$ cat src/rtl/pixel_write_arbiter_pkg.sv
// pixel_write_arbiter_pkg: frame geometry, coordinate types and FSM states shared by the arbiter slice
package pixel_write_arbiter_pkg;
  localparam int h_size = 640;
  localparam int v_line = 480;
  localparam int color_depth = 8;
  localparam int hw = $clog2(h_size);
  localparam int vw = $clog2(v_line);
  typedef logic [hw-1:0] h_t;
  typedef logic [vw-1:0] v_t;
  typedef logic [color_depth-1:0] c_t;
  typedef enum logic {ST_IDLE = 1'b0, ST_FILL = 1'b1} state_t;
  function automatic h_t clamp_h(h_t x);
    return x > h_t'(h_size - 1) ? h_t'(h_size - 1) : x;
  endfunction
  function automatic v_t clamp_v(v_t x);
    return x > v_t'(v_line - 1) ? v_t'(v_line - 1) : x;
  endfunction
endpackage

$ cat src/rtl/pixel_write_arbiter_if.sv
// pixel_write_arbiter_if: host port, fill command port and pixel_memory write port
interface pixel_write_arbiter_if;
  import pixel_write_arbiter_pkg::*;
  logic host_req;
  h_t host_h;
  v_t host_v;
  c_t host_color;
  logic host_ack;
  logic fill_start;
  h_t fill_h0;
  h_t fill_h1;
  v_t fill_v0;
  v_t fill_v1;
  c_t fill_color;
  logic fill_busy;
  logic fill_done;
  logic write_en;
  h_t h_pixel_write;
  v_t v_pixel_write;
  c_t color_write;
  modport master (
    output host_req, host_h, host_v, host_color, fill_start, fill_h0, fill_h1, fill_v0, fill_v1, fill_color,
    input host_ack, fill_busy, fill_done, write_en, h_pixel_write, v_pixel_write, color_write
  );
  modport slave (
    input host_req, host_h, host_v, host_color, fill_start, fill_h0, fill_h1, fill_v0, fill_v1, fill_color,
    output host_ack, fill_busy, fill_done, write_en, h_pixel_write, v_pixel_write, color_write
  );
endinterface

$ cat src/rtl/pixel_write_arbiter_rect_scanner.sv
// pixel_write_arbiter_rect_scanner: row-major cursor over a clamped rectangle
module pixel_write_arbiter_rect_scanner
  import pixel_write_arbiter_pkg::*;
(
  input  logic clk,
  input  logic reset,
  input  logic load,
  input  logic step,
  input  h_t   h0,
  input  h_t   h1,
  input  v_t   v0,
  input  v_t   v1,
  output h_t   h,
  output v_t   v,
  output logic last
);
  h_t h0_q, h1_q;
  v_t v1_q;
  always_ff @(posedge clk) begin
    if (reset) begin
      h0_q <= '0;
      h1_q <= '0;
      v1_q <= '0;
      h <= '0;
      v <= '0;
    end else if (load) begin
      h0_q <= h0;
      h1_q <= h1;
      v1_q <= v1;
      h <= h0;
      v <= v0;
    end else if (step) begin
      h <= h == h1_q ? h0_q : h + h_t'(1);
      v <= h == h1_q ? v + v_t'(1) : v;
    end
  end
  assign last = h == h1_q && v == v1_q;
endmodule

$ cat src/rtl/pixel_write_arbiter.sv
// pixel_write_arbiter: round-robin owner of the pixel_memory write port shared by
// the host single-pixel port and the rectangle-fill engine
module pixel_write_arbiter
  import pixel_write_arbiter_pkg::*;
(
  input logic clk,
  input logic reset,
  pixel_write_arbiter_if.slave bus
);
  state_t state, state_nx;
  logic rr_host, accept, empty, fill_req, host_gnt, fill_gnt, last;
  h_t h1c, sh;
  v_t v1c, sv;
  c_t fill_color_q;
  always_ff @(posedge clk) begin
    if (reset) state <= ST_IDLE;
    else state <= state_nx;
  end
  always_comb begin
    state_nx = state == ST_IDLE ? (accept && !empty ? ST_FILL : ST_IDLE)
                                : (fill_gnt && last ? ST_IDLE : ST_FILL);
  end
  // h0/v0 beyond the frame fall out as empty because the clamped h1/v1 are always in range
  always_comb begin
    h1c = clamp_h(bus.fill_h1);
    v1c = clamp_v(bus.fill_v1);
    accept = bus.fill_start && state == ST_IDLE;
    empty = bus.fill_h0 > h1c || bus.fill_v0 > v1c;
    fill_req = state == ST_FILL;
    host_gnt = bus.host_req && (!fill_req || rr_host);
    fill_gnt = fill_req && !host_gnt;
  end
  pixel_write_arbiter_rect_scanner u_scan (
    .clk(clk),
    .reset(reset),
    .load(accept && !empty),
    .step(fill_gnt),
    .h0(bus.fill_h0),
    .h1(h1c),
    .v0(bus.fill_v0),
    .v1(v1c),
    .h(sh),
    .v(sv),
    .last(last)
  );
  assign bus.host_ack = host_gnt;
  assign bus.fill_busy = state == ST_FILL;
  always_ff @(posedge clk) begin
    if (reset) begin
      rr_host <= 1'b1;
      fill_color_q <= '0;
      bus.write_en <= 1'b0;
      bus.fill_done <= 1'b0;
      bus.h_pixel_write <= '0;
      bus.v_pixel_write <= '0;
      bus.color_write <= '0;
    end else begin
      bus.write_en <= host_gnt || fill_gnt;
      bus.fill_done <= (fill_gnt && last) || (accept && empty);
      if (accept) fill_color_q <= bus.fill_color;
      if (host_gnt || fill_gnt) begin
        rr_host <= fill_gnt;
        bus.h_pixel_write <= host_gnt ? bus.host_h : sh;
        bus.v_pixel_write <= host_gnt ? bus.host_v : sv;
        bus.color_write <= host_gnt ? bus.host_color : fill_color_q;
      end
    end
  end
endmodule

$ cat src/flat_wrapper.sv
// flat-port wrapper written by rule: the top's interface ports become plain ports
module pixel_write_arbiter_flat import pixel_write_arbiter_pkg::*;
  (clk, reset, bus_host_req, bus_host_h, bus_host_v, bus_host_color, bus_fill_start, bus_fill_h0, bus_fill_h1, bus_fill_v0, bus_fill_v1, bus_fill_color, bus_host_ack, bus_fill_busy, bus_fill_done, bus_write_en, bus_h_pixel_write, bus_v_pixel_write, bus_color_write);
  pixel_write_arbiter_if bus_i ();
  input logic clk;
  input logic reset;
  input wire logic [$bits(bus_i.host_req)-1:0] bus_host_req;
  input wire logic [$bits(bus_i.host_h)-1:0] bus_host_h;
  input wire logic [$bits(bus_i.host_v)-1:0] bus_host_v;
  input wire logic [$bits(bus_i.host_color)-1:0] bus_host_color;
  input wire logic [$bits(bus_i.fill_start)-1:0] bus_fill_start;
  input wire logic [$bits(bus_i.fill_h0)-1:0] bus_fill_h0;
  input wire logic [$bits(bus_i.fill_h1)-1:0] bus_fill_h1;
  input wire logic [$bits(bus_i.fill_v0)-1:0] bus_fill_v0;
  input wire logic [$bits(bus_i.fill_v1)-1:0] bus_fill_v1;
  input wire logic [$bits(bus_i.fill_color)-1:0] bus_fill_color;
  output wire logic [$bits(bus_i.host_ack)-1:0] bus_host_ack;
  output wire logic [$bits(bus_i.fill_busy)-1:0] bus_fill_busy;
  output wire logic [$bits(bus_i.fill_done)-1:0] bus_fill_done;
  output wire logic [$bits(bus_i.write_en)-1:0] bus_write_en;
  output wire logic [$bits(bus_i.h_pixel_write)-1:0] bus_h_pixel_write;
  output wire logic [$bits(bus_i.v_pixel_write)-1:0] bus_v_pixel_write;
  output wire logic [$bits(bus_i.color_write)-1:0] bus_color_write;
  assign bus_i.host_req = bus_host_req;
  assign bus_i.host_h = bus_host_h;
  assign bus_i.host_v = bus_host_v;
  assign bus_i.host_color = bus_host_color;
  assign bus_i.fill_start = bus_fill_start;
  assign bus_i.fill_h0 = bus_fill_h0;
  assign bus_i.fill_h1 = bus_fill_h1;
  assign bus_i.fill_v0 = bus_fill_v0;
  assign bus_i.fill_v1 = bus_fill_v1;
  assign bus_i.fill_color = bus_fill_color;
  assign bus_host_ack = bus_i.host_ack;
  assign bus_fill_busy = bus_i.fill_busy;
  assign bus_fill_done = bus_i.fill_done;
  assign bus_write_en = bus_i.write_en;
  assign bus_h_pixel_write = bus_i.h_pixel_write;
  assign bus_v_pixel_write = bus_i.v_pixel_write;
  assign bus_color_write = bus_i.color_write;
  pixel_write_arbiter u_core (.clk(clk), .reset(reset), .bus(bus_i));
endmodule
$ cat config.mk
export PLATFORM = sky130hd
export DESIGN_NAME = pixel_write_arbiter_flat
export DESIGN_NICKNAME = d
export VERILOG_FILES = /design/src/rtl/pixel_write_arbiter_pkg.sv /design/src/rtl/pixel_write_arbiter_if.sv /design/src/rtl/pixel_write_arbiter_rect_scanner.sv /design/src/rtl/pixel_write_arbiter.sv /design/src/flat_wrapper.sv
export SDC_FILE = /design/constraint.sdc
export NUM_CORES = 1
export LEC_CHECK = 0
export ABC_AREA = 1
export CORE_ASPECT_RATIO = 1.75
export CORE_UTILIZATION = 55
export DETAILED_ROUTE_END_ITERATION = 10
export PLACE_DENSITY = 0.82
export SYNTH_ARGS = -nofsm -noshare
export SYNTH_HDL_FRONTEND = slang
export SYNTH_SLANG_ARGS = --single-unit
$ cat constraint.sdc
create_clock -name clk -period 4.9 [get_ports clk]
set_input_delay 0.49 -clock clk [delete_from_list [all_inputs] [get_ports clk]]
set_output_delay 0.49 -clock clk [all_outputs]
set_load 0.05 [all_outputs]
==> flow_metrics.env <==
export IMPL_nets=896
export IMPL_ys_ff_latch=87
export IMPL_layout_setup_ws_ns=1.675
export IMPL_power_density_nw_per_um2=338.2
export IMPL_portBuffers=107
export IMPL_ant_nets=0
export IMPL_r2r_cells=9
export IMPL_mostFrequentLayoutCell="nand2_1"
export IMPL_grt_max_degree=51
export IMPL_fin_crit_ns=3.225
export IMPL_whs_ns=0.4568
export IMPL_clock_sinks=87
export IMPL_p_leak_nw=2.763
export IMPL_cap_violations=0
export IMPL_seq_area_frac_synth_pct=36.72
export IMPL_r2r_end="u_core.u_scan.v[4]$_SDFFE_PP0P_"
export IMPL_drt_iter0_markers=293
export IMPL_drive_gt1_share_pct=4.732
export IMPL_crit_required_ns=5.18
export IMPL_min_to="u_core.fill_color_q[7]$_SDFFE_PP0P_"
export IMPL_synth_distinct_cells=32
export IMPL_maxSlewViolCount=0
export IMPL_routabilityCongestion=0.9387
export IMPL_fp_dieW_um=72.20
export IMPL_crit_arrival_ns=3.51
export IMPL_area_delta_synth_final_pct=29.99
export IMPL_hpwl_um=9152
export IMPL_drc=0
export IMPL_initial_core_util_pct=57.06
export IMPL_io_pins=108
export IMPL_die_area_um2=9014
export IMPL_grt_usage_pct=29.34
export IMPL_hp_start="u_core.fill_color_q[7]$_SDFFE_PP0P_"
export IMPL_timing_rr_start="u_core.bus.fill_busy$_SDFF_PP0_"
export IMPL_grt_pass1_vias=4592
export IMPL_start_kind="input pin"
export IMPL_grt_first_pass_wirelength_um=20740
export IMPL_syn_area_um2=4743
export IMPL_relSlewSlack_pct=22.22
export IMPL_critPathCaptureType="flip-flop"
export IMPL_drt_wl_total_um=12620
export IMPL_postCtsHoldBufs=0
export IMPL_dieHeight_um=124.9
export IMPL_status="finished, final reports clean"
export IMPL_clk_pin_slew_ns=0.06
export IMPL_clock_fmax_mhz=310.0
export IMPL_crit_path_max_fanout=40
export IMPL_holdPathStages=2
export IMPL_vias=4836
export IMPL_vias_per_cell=5.268
export IMPL_fin_area_um2=6166
export IMPL_synthCells=710
export IMPL_synth_area_per_cell_um2=6.681
export IMPL_place_area_um2=5826
export IMPL_ir_drop_mv=0.2021
export IMPL_dp_slack_ns=1.383
export IMPL_synth_largest_area_cell="dfxtp_1"
export IMPL_fp_row_count=44
export IMPL_syn_num_nets=808
export IMPL_core_um2=8313
export IMPL_hold_viol_final=0
export IMPL_period_share_pct=65.82
export IMPL_drt_wirelength_per_cell_um=13.75
export IMPL_rsz0062_at_grt="no"
export IMPL_final_util_pct=74.17
export IMPL_cts_tree="done"
export IMPL_htree_num_levels=3
export IMPL_final_cell_mix="nand2_1, clkdlybuf4s50_1, dfxtp_1"
export IMPL_cts_root_buffer="clkbuf_16"
export IMPL_worst_slew_pin_slew_ns=1.166
export IMPL_cts_buffer_depth=2
export IMPL_synth_top_cell_area_share_pct=36.72
export IMPL_cts_buffers=9
export IMPL_diodes=0
export IMPL_holdCritPathClass="reg2reg"
export IMPL_antenna_found_initial=0
export IMPL_fin_skew_ns=0.004915
export IMPL_r2r_slack_ns=2.56
export IMPL_worstSetupPathType="in2reg"
export IMPL_fin_setup_tns_ns=0
export IMPL_clk_latency_ns=0.35
export IMPL_yosysWarnings=0
export IMPL_post_cts_resized=0
export IMPL_overflow=0
export IMPL_synth_area_top_cells="dfxtp_1, nand2_1, nor2_1"
export IMPL_cts_setup_buffers=0
export IMPL_drt_pass1_iterations=5
export IMPL_setup_violations=0
## routing by layer
layer / global-route usage, % / wire length, um / vias to the layer above
li1: - / - / 2438
met1: 32.68 / 4861 / 2180
met2: 52.56 / 6705 / 176
met3: 3.317 / 620 / 42
met4: 15.69 / 430 / 0
met5: 0 / 0 / -
## stage by stage
step	std cells	total power [W]
CTS	918	0.002086
global placement	902	0.001294
floorplan	710	0.001153
detailed placement	902	0.001306
global route	918	0.002174
finish	918	0.002085
## layout make-up
class / count / area, um^2
Tap cell: 115 / 143.9
Timing Repair Buffer: 110 / 1094
Clock inverter: 3 / 90.09
Sequential cell: 87 / 1742
Fill cell: 667 / 2147
Inverter: 75 / 281.5
Multi-Input combinational cell: 515 / 2565
Clock buffer: 13 / 250.2
## flip-flops by register name, summed over array words and instances (netlist names), 8 cells and up
signal,count
u_core.bus.color_write,8
u_core.bus.h_pixel_write,10
u_core.bus.v_pixel_write,9
u_core.fill_color_q,8
u_core.u_scan.h,10
u_core.u_scan.h0_q,10
u_core.u_scan.h1_q,10
u_core.u_scan.v,9
u_core.u_scan.v1_q,9
## Yosys cell counts, drive strengths merged
library cell  instances
nand2               226
nor2                 92
dfxtp                87
inv                  75
a21oi                42
nand3                32
o21ai                28
ha                   21
a31oi                17
buf                  17
clkbuf               16
nand4                16
o211ai               11
xor2                 11
xnor2                 6
nand3b                4
nor3                  4
or2                   3
a21o                  1
nor4                  1
## power by group
part	internal [W]	leakage [nW]	switching, W
clock network	0.000513	0.164	0.000273
logic	0.000186	1.88	0.000307
registers	0.000763	0.714	0.0000430
total	0.00146	2.76	0.000623
## kinds of logic after synthesis
group	count (synthesis)	share of synthesized area, %
adders and majority gates	21	5.539
AOI/OAI and AO/OA	99	11.53
DFF	87	36.72
buffers and inverters	108	9.338
and+or+nand+nor	378	33.74
xor gates and xnor gates	17	3.139
## how the worst max path moves through the flow
stage	startpoint	endpoint	slack, ns	cells after the start
floorplan	bus_fill_h1[7]	u_core.u_scan.v[0]$_SDFFE_PP0P_	2.54	16
global placement	bus_fill_h1[7]	u_core.u_scan.h[9]$_SDFFE_PP0P_	1.55	19
detailed placement	bus_fill_h1[7]	u_core.u_scan.h[9]$_SDFFE_PP0P_	1.38	19
CTS	bus_fill_h1[7]	u_core.u_scan.h[6]$_SDFFE_PP0P_	1.71	19
global route	bus_fill_h1[7]	u_core.u_scan.h1_q[2]$_SDFFE_PP0P_	1.28	17
finish	bus_fill_h1[7]	u_core.u_scan.h[6]$_SDFFE_PP0P_	1.67	19
## worst max-delay path: stages
cell and delay (ns):
clkdlybuf4s50_1 0.44, o21ai_0 0.28, inv_1 0.19, nor2_1 0.17
ha_1 0.26, nand2_1 0.10, inv_1 0.04, nand2_1 0.06
nand2_1 0.05, nand2_1 0.05, nand3_1 0.07, nand2_1 0.32
nand2_1 0.17, nor2_2 0.11, buf_4 0.33, nand2_1 0.15
nand2_1 0.09, nor2_1 0.04, nor2_1 0.08
No activity file was read; power rests on OpenSTA's default activity.
